$ cat src/rtl/alu_share_arbiter_if.sv
// alu_share_arbiter_if
//   Bundles every handshake/bus signal around the shared execute-stage ALU:
//   the two request ports, the combinational ALU hookup and the registered
//   response. clk/rst_n are not part of the bundle.
//
//   slave  modport : the arbiter (consumes requests and alu_result, drives
//                    readys, ALU control/operands and responses)
//   master modport : the environment (requesters plus the ALU itself)
//
//   Signals
//     req0_valid/ready, req0_op[3:0], req0_a/b[31:0]  port 0 (pipeline EX)
//     req1_valid/ready, req1_op[3:0], req1_a/b[31:0]  port 1 (aux unit)
//     req1_lock                                       port 1 keep-grant
//     alu_ctrl[3:0], alu_a/b[31:0]                    to ALU
//     alu_result[31:0]                                from ALU (combinational)
//     rsp0_valid, rsp1_valid, rsp_data[31:0], rsp_err response

interface alu_share_arbiter_if;
  logic        req0_valid;
  logic        req0_ready;
  logic [3:0]  req0_op;
  logic [31:0] req0_a;
  logic [31:0] req0_b;

  logic        req1_valid;
  logic        req1_ready;
  logic [3:0]  req1_op;
  logic [31:0] req1_a;
  logic [31:0] req1_b;
  logic        req1_lock;

  logic [3:0]  alu_ctrl;
  logic [31:0] alu_a;
  logic [31:0] alu_b;
  logic [31:0] alu_result;

  logic        rsp0_valid;
  logic        rsp1_valid;
  logic [31:0] rsp_data;
  logic        rsp_err;

  modport slave (
    input  req0_valid, req0_op, req0_a, req0_b,
    input  req1_valid, req1_op, req1_a, req1_b, req1_lock,
    input  alu_result,
    output req0_ready, req1_ready,
    output alu_ctrl, alu_a, alu_b,
    output rsp0_valid, rsp1_valid, rsp_data, rsp_err
  );

  modport master (
    output req0_valid, req0_op, req0_a, req0_b,
    output req1_valid, req1_op, req1_a, req1_b, req1_lock,
    output alu_result,
    input  req0_ready, req1_ready,
    input  alu_ctrl, alu_a, alu_b,
    input  rsp0_valid, rsp1_valid, rsp_data, rsp_err
  );
endinterface

$ cat src/rtl/alu_share_arbiter.sv
// alu_share_arbiter
//   Shares the single execute-stage ALU between port 0 (main pipeline EX)
//   and port 1 (auxiliary multi-cycle unit). One request is granted per
//   cycle, its op/operands drive the combinational ALU, and the result is
//   registered and returned to the winner exactly one cycle later.
//   Port 1 may lock the ALU for back-to-back sequences, bounded by MAX_LOCK.
//
//   Parameters
//     MAX_WAIT (1..15)  cycles port 1 may be denied before a forced grant
//     MAX_LOCK (1..255) max consecutive LOCK1 cycles for port 1
//
//   Ports
//     clk    clock
//     rst_n  synchronous active-low reset
//     bus    alu_share_arbiter_if.slave (requests, ALU drive, responses)
//
//   Build option
//     ALU_ARB_RR_EN  defined: round-robin arbitration in ARB (last_grant bit)
//                    undefined: port 0 priority with port 1 starvation counter

module alu_share_arbiter #(
  parameter int MAX_WAIT = 4,
  parameter int MAX_LOCK = 8
) (
  input  logic                      clk,
  input  logic                      rst_n,
  alu_share_arbiter_if.slave        bus
);

  localparam logic [7:0] LOCK_MAX = 8'(MAX_LOCK);
  localparam logic [3:0] OP_ADD   = 4'b0010;

  typedef enum logic {
    ST_ARB   = 1'b0,
    ST_LOCK1 = 1'b1
  } state_t;

  state_t      state_q, state_d;
  logic [7:0]  lock_cnt_q, lock_cnt_d;
  logic        force0_q, force0_d;
  logic        rsp0_valid_q, rsp0_valid_d;
  logic        rsp1_valid_q, rsp1_valid_d;
  logic [31:0] rsp_data_q, rsp_data_d;
  logic        rsp_err_q, rsp_err_d;

`ifdef ALU_ARB_RR_EN
  logic        last_grant_q, last_grant_d;   // 1 = port 1 granted last
`else
  localparam logic [3:0] WAIT_MAX = 4'(MAX_WAIT);
  logic [3:0]  wait_cnt_q, wait_cnt_d;
`endif

  logic        grant0;
  logic        grant1;
  logic [3:0]  alu_ctrl_c;
  logic [31:0] alu_a_c;
  logic [31:0] alu_b_c;
  logic        op_legal;

  // Grant selection. Everything is gated by rst_n so that readys stay low
  // and the ALU sees idle values while reset is held.
  always_comb begin
    grant0 = 1'b0;
    grant1 = 1'b0;
    if (rst_n) begin
      if (state_q == ST_LOCK1) begin
        grant1 = bus.req1_valid;
      end else if (force0_q && bus.req0_valid) begin
        // Port 0 gets the first slot after a lock was cut short.
        grant0 = 1'b1;
`ifdef ALU_ARB_RR_EN
      end else if (bus.req0_valid && bus.req1_valid) begin
        grant0 = last_grant_q;
        grant1 = ~last_grant_q;
      end else if (bus.req0_valid) begin
        grant0 = 1'b1;
`else
      end else if (bus.req0_valid &&
                   !(bus.req1_valid && (wait_cnt_q == WAIT_MAX))) begin
        grant0 = 1'b1;
`endif
      end else if (bus.req1_valid) begin
        grant1 = 1'b1;
      end
    end
  end

  // ALU drive follows the winner; idle is ADD 0+0. Illegal codes pass
  // through untouched, only the returned result is masked.
  always_comb begin
    alu_ctrl_c = OP_ADD;
    alu_a_c    = 32'd0;
    alu_b_c    = 32'd0;
    if (grant0) begin
      alu_ctrl_c = bus.req0_op;
      alu_a_c    = bus.req0_a;
      alu_b_c    = bus.req0_b;
    end else if (grant1) begin
      alu_ctrl_c = bus.req1_op;
      alu_a_c    = bus.req1_a;
      alu_b_c    = bus.req1_b;
    end
  end

  always_comb begin
    case (alu_ctrl_c)
      4'b0000, 4'b0001, 4'b0010, 4'b0110,
      4'b1000, 4'b1001, 4'b1010: op_legal = 1'b1;
      default:                   op_legal = 1'b0;
    endcase
  end

  // Next-state logic for the lock FSM, starvation/lock counters and the
  // registered response.
  always_comb begin
    state_d      = state_q;
    lock_cnt_d   = lock_cnt_q;
    force0_d     = force0_q;
    rsp0_valid_d = grant0;
    rsp1_valid_d = grant1;
    rsp_data_d   = rsp_data_q;
    rsp_err_d    = rsp_err_q;

    case (state_q)
      ST_ARB: begin
        force0_d = 1'b0;
        if (grant1 && bus.req1_lock) begin
          state_d    = ST_LOCK1;
          lock_cnt_d = 8'd1;
        end
      end
      ST_LOCK1: begin
        // Counts lock cycles, not grants: an idle lock cycle still uses
        // up the budget.
        lock_cnt_d = lock_cnt_q + 8'd1;
        if (lock_cnt_q == LOCK_MAX) begin
          state_d  = ST_ARB;
          force0_d = 1'b1;
        end else if (!bus.req1_lock) begin
          state_d = ST_ARB;
        end
      end
      default: state_d = ST_ARB;
    endcase

    if (grant0 || grant1) begin
      rsp_data_d = op_legal ? bus.alu_result : 32'd0;
      rsp_err_d  = ~op_legal;
    end
  end

`ifdef ALU_ARB_RR_EN
  always_comb begin
    last_grant_d = last_grant_q;
    if (grant1)      last_grant_d = 1'b1;
    else if (grant0) last_grant_d = 1'b0;
  end
`else
  // Starvation counter: only meaningful while port 1 keeps asking.
  always_comb begin
    wait_cnt_d = wait_cnt_q;
    if (!bus.req1_valid || grant1)  wait_cnt_d = 4'd0;
    else if (wait_cnt_q != WAIT_MAX) wait_cnt_d = wait_cnt_q + 4'd1;
  end
`endif

  always_ff @(posedge clk) begin
    if (!rst_n) begin
      state_q      <= ST_ARB;
      lock_cnt_q   <= 8'd0;
      force0_q     <= 1'b0;
      rsp0_valid_q <= 1'b0;
      rsp1_valid_q <= 1'b0;
      rsp_data_q   <= 32'd0;
      rsp_err_q    <= 1'b0;
`ifdef ALU_ARB_RR_EN
      last_grant_q <= 1'b0;
`else
      wait_cnt_q   <= 4'd0;
`endif
    end else begin
      state_q      <= state_d;
      lock_cnt_q   <= lock_cnt_d;
      force0_q     <= force0_d;
      rsp0_valid_q <= rsp0_valid_d;
      rsp1_valid_q <= rsp1_valid_d;
      rsp_data_q   <= rsp_data_d;
      rsp_err_q    <= rsp_err_d;
`ifdef ALU_ARB_RR_EN
      last_grant_q <= last_grant_d;
`else
      wait_cnt_q   <= wait_cnt_d;
`endif
    end
  end

  assign bus.req0_ready = grant0;
  assign bus.req1_ready = grant1;
  assign bus.alu_ctrl   = alu_ctrl_c;
  assign bus.alu_a      = alu_a_c;
  assign bus.alu_b      = alu_b_c;
  assign bus.rsp0_valid = rsp0_valid_q;
  assign bus.rsp1_valid = rsp1_valid_q;
  assign bus.rsp_data   = rsp_data_q;
  assign bus.rsp_err    = rsp_err_q;

endmodule
$ cat src/flat_wrapper.sv
// flat-port wrapper written by rule: the top's interface ports become plain ports
module alu_share_arbiter_flat 
#(
  parameter int MAX_WAIT = 4,
  parameter int MAX_LOCK = 8
)
  (clk, rst_n, bus_req0_valid, bus_req0_op, bus_req0_a, bus_req0_b, bus_req1_valid, bus_req1_op, bus_req1_a, bus_req1_b, bus_req1_lock, bus_alu_result, bus_req0_ready, bus_req1_ready, bus_alu_ctrl, bus_alu_a, bus_alu_b, bus_rsp0_valid, bus_rsp1_valid, bus_rsp_data, bus_rsp_err);
  alu_share_arbiter_if bus_i ();
  input  logic clk;
  input  logic rst_n;
  input wire logic [$bits(bus_i.req0_valid)-1:0] bus_req0_valid;
  input wire logic [$bits(bus_i.req0_op)-1:0] bus_req0_op;
  input wire logic [$bits(bus_i.req0_a)-1:0] bus_req0_a;
  input wire logic [$bits(bus_i.req0_b)-1:0] bus_req0_b;
  input wire logic [$bits(bus_i.req1_valid)-1:0] bus_req1_valid;
  input wire logic [$bits(bus_i.req1_op)-1:0] bus_req1_op;
  input wire logic [$bits(bus_i.req1_a)-1:0] bus_req1_a;
  input wire logic [$bits(bus_i.req1_b)-1:0] bus_req1_b;
  input wire logic [$bits(bus_i.req1_lock)-1:0] bus_req1_lock;
  input wire logic [$bits(bus_i.alu_result)-1:0] bus_alu_result;
  output wire logic [$bits(bus_i.req0_ready)-1:0] bus_req0_ready;
  output wire logic [$bits(bus_i.req1_ready)-1:0] bus_req1_ready;
  output wire logic [$bits(bus_i.alu_ctrl)-1:0] bus_alu_ctrl;
  output wire logic [$bits(bus_i.alu_a)-1:0] bus_alu_a;
  output wire logic [$bits(bus_i.alu_b)-1:0] bus_alu_b;
  output wire logic [$bits(bus_i.rsp0_valid)-1:0] bus_rsp0_valid;
  output wire logic [$bits(bus_i.rsp1_valid)-1:0] bus_rsp1_valid;
  output wire logic [$bits(bus_i.rsp_data)-1:0] bus_rsp_data;
  output wire logic [$bits(bus_i.rsp_err)-1:0] bus_rsp_err;
  assign bus_i.req0_valid = bus_req0_valid;
  assign bus_i.req0_op = bus_req0_op;
  assign bus_i.req0_a = bus_req0_a;
  assign bus_i.req0_b = bus_req0_b;
  assign bus_i.req1_valid = bus_req1_valid;
  assign bus_i.req1_op = bus_req1_op;
  assign bus_i.req1_a = bus_req1_a;
  assign bus_i.req1_b = bus_req1_b;
  assign bus_i.req1_lock = bus_req1_lock;
  assign bus_i.alu_result = bus_alu_result;
  assign bus_req0_ready = bus_i.req0_ready;
  assign bus_req1_ready = bus_i.req1_ready;
  assign bus_alu_ctrl = bus_i.alu_ctrl;
  assign bus_alu_a = bus_i.alu_a;
  assign bus_alu_b = bus_i.alu_b;
  assign bus_rsp0_valid = bus_i.rsp0_valid;
  assign bus_rsp1_valid = bus_i.rsp1_valid;
  assign bus_rsp_data = bus_i.rsp_data;
  assign bus_rsp_err = bus_i.rsp_err;
  alu_share_arbiter #(.MAX_WAIT(MAX_WAIT), .MAX_LOCK(MAX_LOCK)) u_core (.clk(clk), .rst_n(rst_n), .bus(bus_i));
endmodule
$ cat config.mk
export PLATFORM = sky130hd
export DESIGN_NAME = alu_share_arbiter_flat
export DESIGN_NICKNAME = d
export VERILOG_FILES = /design/src/rtl/alu_share_arbiter_if.sv /design/src/rtl/alu_share_arbiter.sv /design/src/flat_wrapper.sv
export SDC_FILE = /design/constraint.sdc
export NUM_CORES = 1
export LEC_CHECK = 0
export BUFFER_PORTS_ARGS = -buffer_cell sky130_fd_sc_hd__buf_2
export CAP_MARGIN = 0
export CORE_AREA = 3 3 108 110
export DETAILED_ROUTE_END_ITERATION = 10
export DIE_AREA = 0 0 111 113
export MAX_ROUTING_LAYER = met4
export SETUP_SLACK_MARGIN = 0.15
export SLEW_MARGIN = 20
export SYNTH_ARGS = -nofsm -noshare
export SYNTH_HDL_FRONTEND = slang
export SYNTH_SLANG_ARGS = --single-unit
$ cat constraint.sdc
create_clock -name clk -period 2.2 [get_ports clk]
set_clock_uncertainty 0.2 [all_clocks]
set_input_delay 0.22 -clock clk [delete_from_list [all_inputs] [get_ports clk]]
set_output_delay 0.22 -clock clk [all_outputs]
set_load 0.01 [all_outputs]
==> out/qor.txt <==
Peak supply drop = 347 uV
Die height = 113 um
Mux cell area share after synthesis = 0.804%
Area Overhead vs Synth = 95.2%
Met3 Usage GRT = 3.05%
Worst-Margin Slew = 0.456 ns
DR WL/cell = 17.1 um
CP max-delay cell = dfxtp_2
Routed Antenna Nets = 0
Worst Path Arrival = 1.86 ns
Synth Area in Compound Gates = 37.3%
Final setup viols = 60
Final Cycle Share = 104%
Worst setup SP type = register
Layout Nets = 845
Static leakage = 2.74 nW
Peak per-stage delay on the critical path = 0.34 ns
Worst-Skew Late Latency = 0.30 ns
DRC violations left = 0
Number of global-route vias before repair = 3,778
Synth Net Count = 519
Starting Density = 26.0%
Crit Path Max Fanout = 16
Critical path class = register to output port
Sequential element share of the synthesized area = 35.0%
Synth async-reset ratio = 0%
Layout fillers = 982
Final Hold Viols = 0
IO Count = 278
Ys flop type = dfxtp_1
Post-synthesis adder-cell area fraction = 1.79%
Most frequent cells in the layout = buf_2 (270), nand2_1 (78), a22o_1 (63)
Die X = 111 um
Most common cell after layout, fill and taps aside = buf_2
PD cells = 457 mW/mm^2
Initial antenna violation count = 0
CP delay by family, top = compound AO/OA/AOI/OAI gates
Number of flops mapped to enable cells by yosys = 0
Critical Path Sink Type = output port
Syn Inst Count = 342
Detailed-placement wirelength estimate = 9390 um
Synthesized area = 0.00280 mm^2
Clock H-tree levels = 2
GRT Total Usage = 18.8%
Largest family of logic cells by synthesized area = compound AO/OA/AOI/OAI gates
Reg clk slew, reported paths = 0.09 ns
Die area = 0.0125 mm^2
Clock root cell = clkbuf_8
# diodes = 0
Status = finished with violations
WP data required = 1.78 ns
Post-synthesis simple-gate area fraction = 18.3%
Max_cap viols = 0
First drt pass iteration count = 5
Routed WL = 13,800 um
M2 GR Usage = 33.3%
Drt via density = 5.00
Busiest grt layer = met2
Relative slew slack = 69.6%
Post-layout worst setup margin = -0.0794 ns
Largest net degree at the start of global routing = 66
Peak Freq = 0.439 GHz
Met1 Use GR = 22.9%
XOR/XNOR share of the synthesized area = 0.625%
Routability cong. = 0.833
Fraction of layout instances using a drive strength above 1 = 54.7%
First-pass GRT wire length = 19,000 um
Total clock buffers created by CTS = 5
Min cycle time layout = 2.28 ns
DR iter-0 viols = 314
Core Box Area = 0.0108 mm^2
TritonCTS clock tree = done
Port Buffers = 277
Max-slew violations = 0
Cell row count = 38
RSZ-0062 raised after global routing = true
CTS Sinks = 49
Total congestion overflow = 0
Worst Hold Class = primary input to register
CP cell instances = inv_2, ha_4, nand3b_4, o21ai_4, nor2_4, clkbuf_16, a22o_1, buf_2
Syn_area_per_cell = 8.19 um^2
Yosys warnings = 0
Via count = 4,046
CP bufs+invs = 3
Setup TNS Final = -2.93 ns
CTS max path bufs = 2
Fin util = 50.7%
Library cells used by synthesis = 39
Yosys reg bits = 49
Failing checks = setup timing
worst reg2reg max path, cell delays in order (launching register included):
cell       delay, ns
dfxtp_2         0.34
inv_2           0.07
ha_4            0.17
nand3b_4        0.10
buf_4           0.16
o21a_4          0.23
buf_4           0.15
mux2i_4         0.20
clkbuf_16       0.21
o21a_1          0.16
flip-flops by register name (all words and copies together), names as in the netlist:
register	count
u_core.bus.rsp1_valid	1
u_core.bus.rsp0_valid	1
u_core.lock_cnt_q	8
u_core.state_q	1
u_core.bus.rsp_err	1
u_core.force0_q	1
u_core.wait_cnt_q	4
u_core.bus.rsp_data	32
power breakdown:
group / total [mW] / internal [mW] / switching, mW / leakage (nW)
sequential: 0.958 / 0.933 / 0.0249 / 0.402
combinational: 0.880 / 0.470 / 0.410 / 2.28
clock: 0.661 / 0.371 / 0.290 / 0.0585
timing repair:
action	CTS	global route
setup endpoints to repair	103	103
buffers inserted	9	6
gates resized for setup	24	38
hold endpoints to repair	30	1
hold buffers	30	1
cloned	3	9
pin swaps	36	14
per-layer routing:
layer,vias up,wire length [um]
met5,-,0
met3,28,917
met4,0,288
met1,1908,5600
li1,1921,-
met2,189,7000
cells in the mapped netlist, drive strengths merged, types with 2 or more instances:
cell    number  area, um^2
xnor2        2        17.5
nand2       78         293
nand2b       3        18.8
inv          8        30.0
a22o        64         561
a21oi       12        63.8
or3          2        12.5
buf         19        95.1
clkbuf      13        48.8
nor2        11        41.3
o21ai        5        36.3
o21a         3        30.0
nor3         3        15.0
o211a        2        20.0
dfxtp       49         981
nand3        8        40.0
o22ai        3        18.8
ha           4        50.1
a31oi        3        25.0
nand4        2        12.5
nor2b        3        18.8
o31ai       32         240
cell type report:
type	count	area, um^2	area share [%]
Timing Repair Buffer	350	2330	42.6
Multi-Input combinational cell	254	1840	33.6
Sequential cell	49	983	18.0
Tap cell	140	175	3.20
Clock buffer	7	86.3	1.58
Clock inverter	1	30.0	0.549
Inverter	8	30.0	0.549
kinds of logic (layout without fill, tap and decap cells):
family / after synthesis / in the layout
adders and majority gates: 4 / 4
buffers and inverters: 40 / 366
DFF: 49 / 49
muxes: 1 / 2
AOI/OAI and AO/OA: 130 / 130
xor gates and xnor gates: 2 / 2
and+or+nand+nor: 116 / 116
worst paths after layout:
| check | from | end | slack [ns] | cells after the start |
|---|---|---|---|---|
| min | bus_req1_lock | u_core.state_q | 0.006 | 2 |
| max reg2reg | u_core.wait_cnt_q[1] | u_core.bus.rsp_err | 0.11 | 9 |
| min reg2reg | u_core.bus.rsp_data[17] | u_core.bus.rsp_data[17] | 0.26 | 2 |
| max | u_core.wait_cnt_q[1] | bus_alu_b[7] | -0.08 | 8 |
metrics by stage:
step	total power [mW]	area (um^2)	std cells	hold WS (ns)	worst slack, ns
global placement	1.63	4390	743	0.228	-0.0727
global route	2.61	5470	809	0.00916	-0.161
detailed placement	1.64	4390	743	0.237	-0.149
CTS	2.38	5060	793	0.00164	-0.0629
floorplan	1.29	2800	342	0.148	0.183
finish	2.50	5470	809	0.00604	-0.0794
Power figures use the tool's default switching activity.
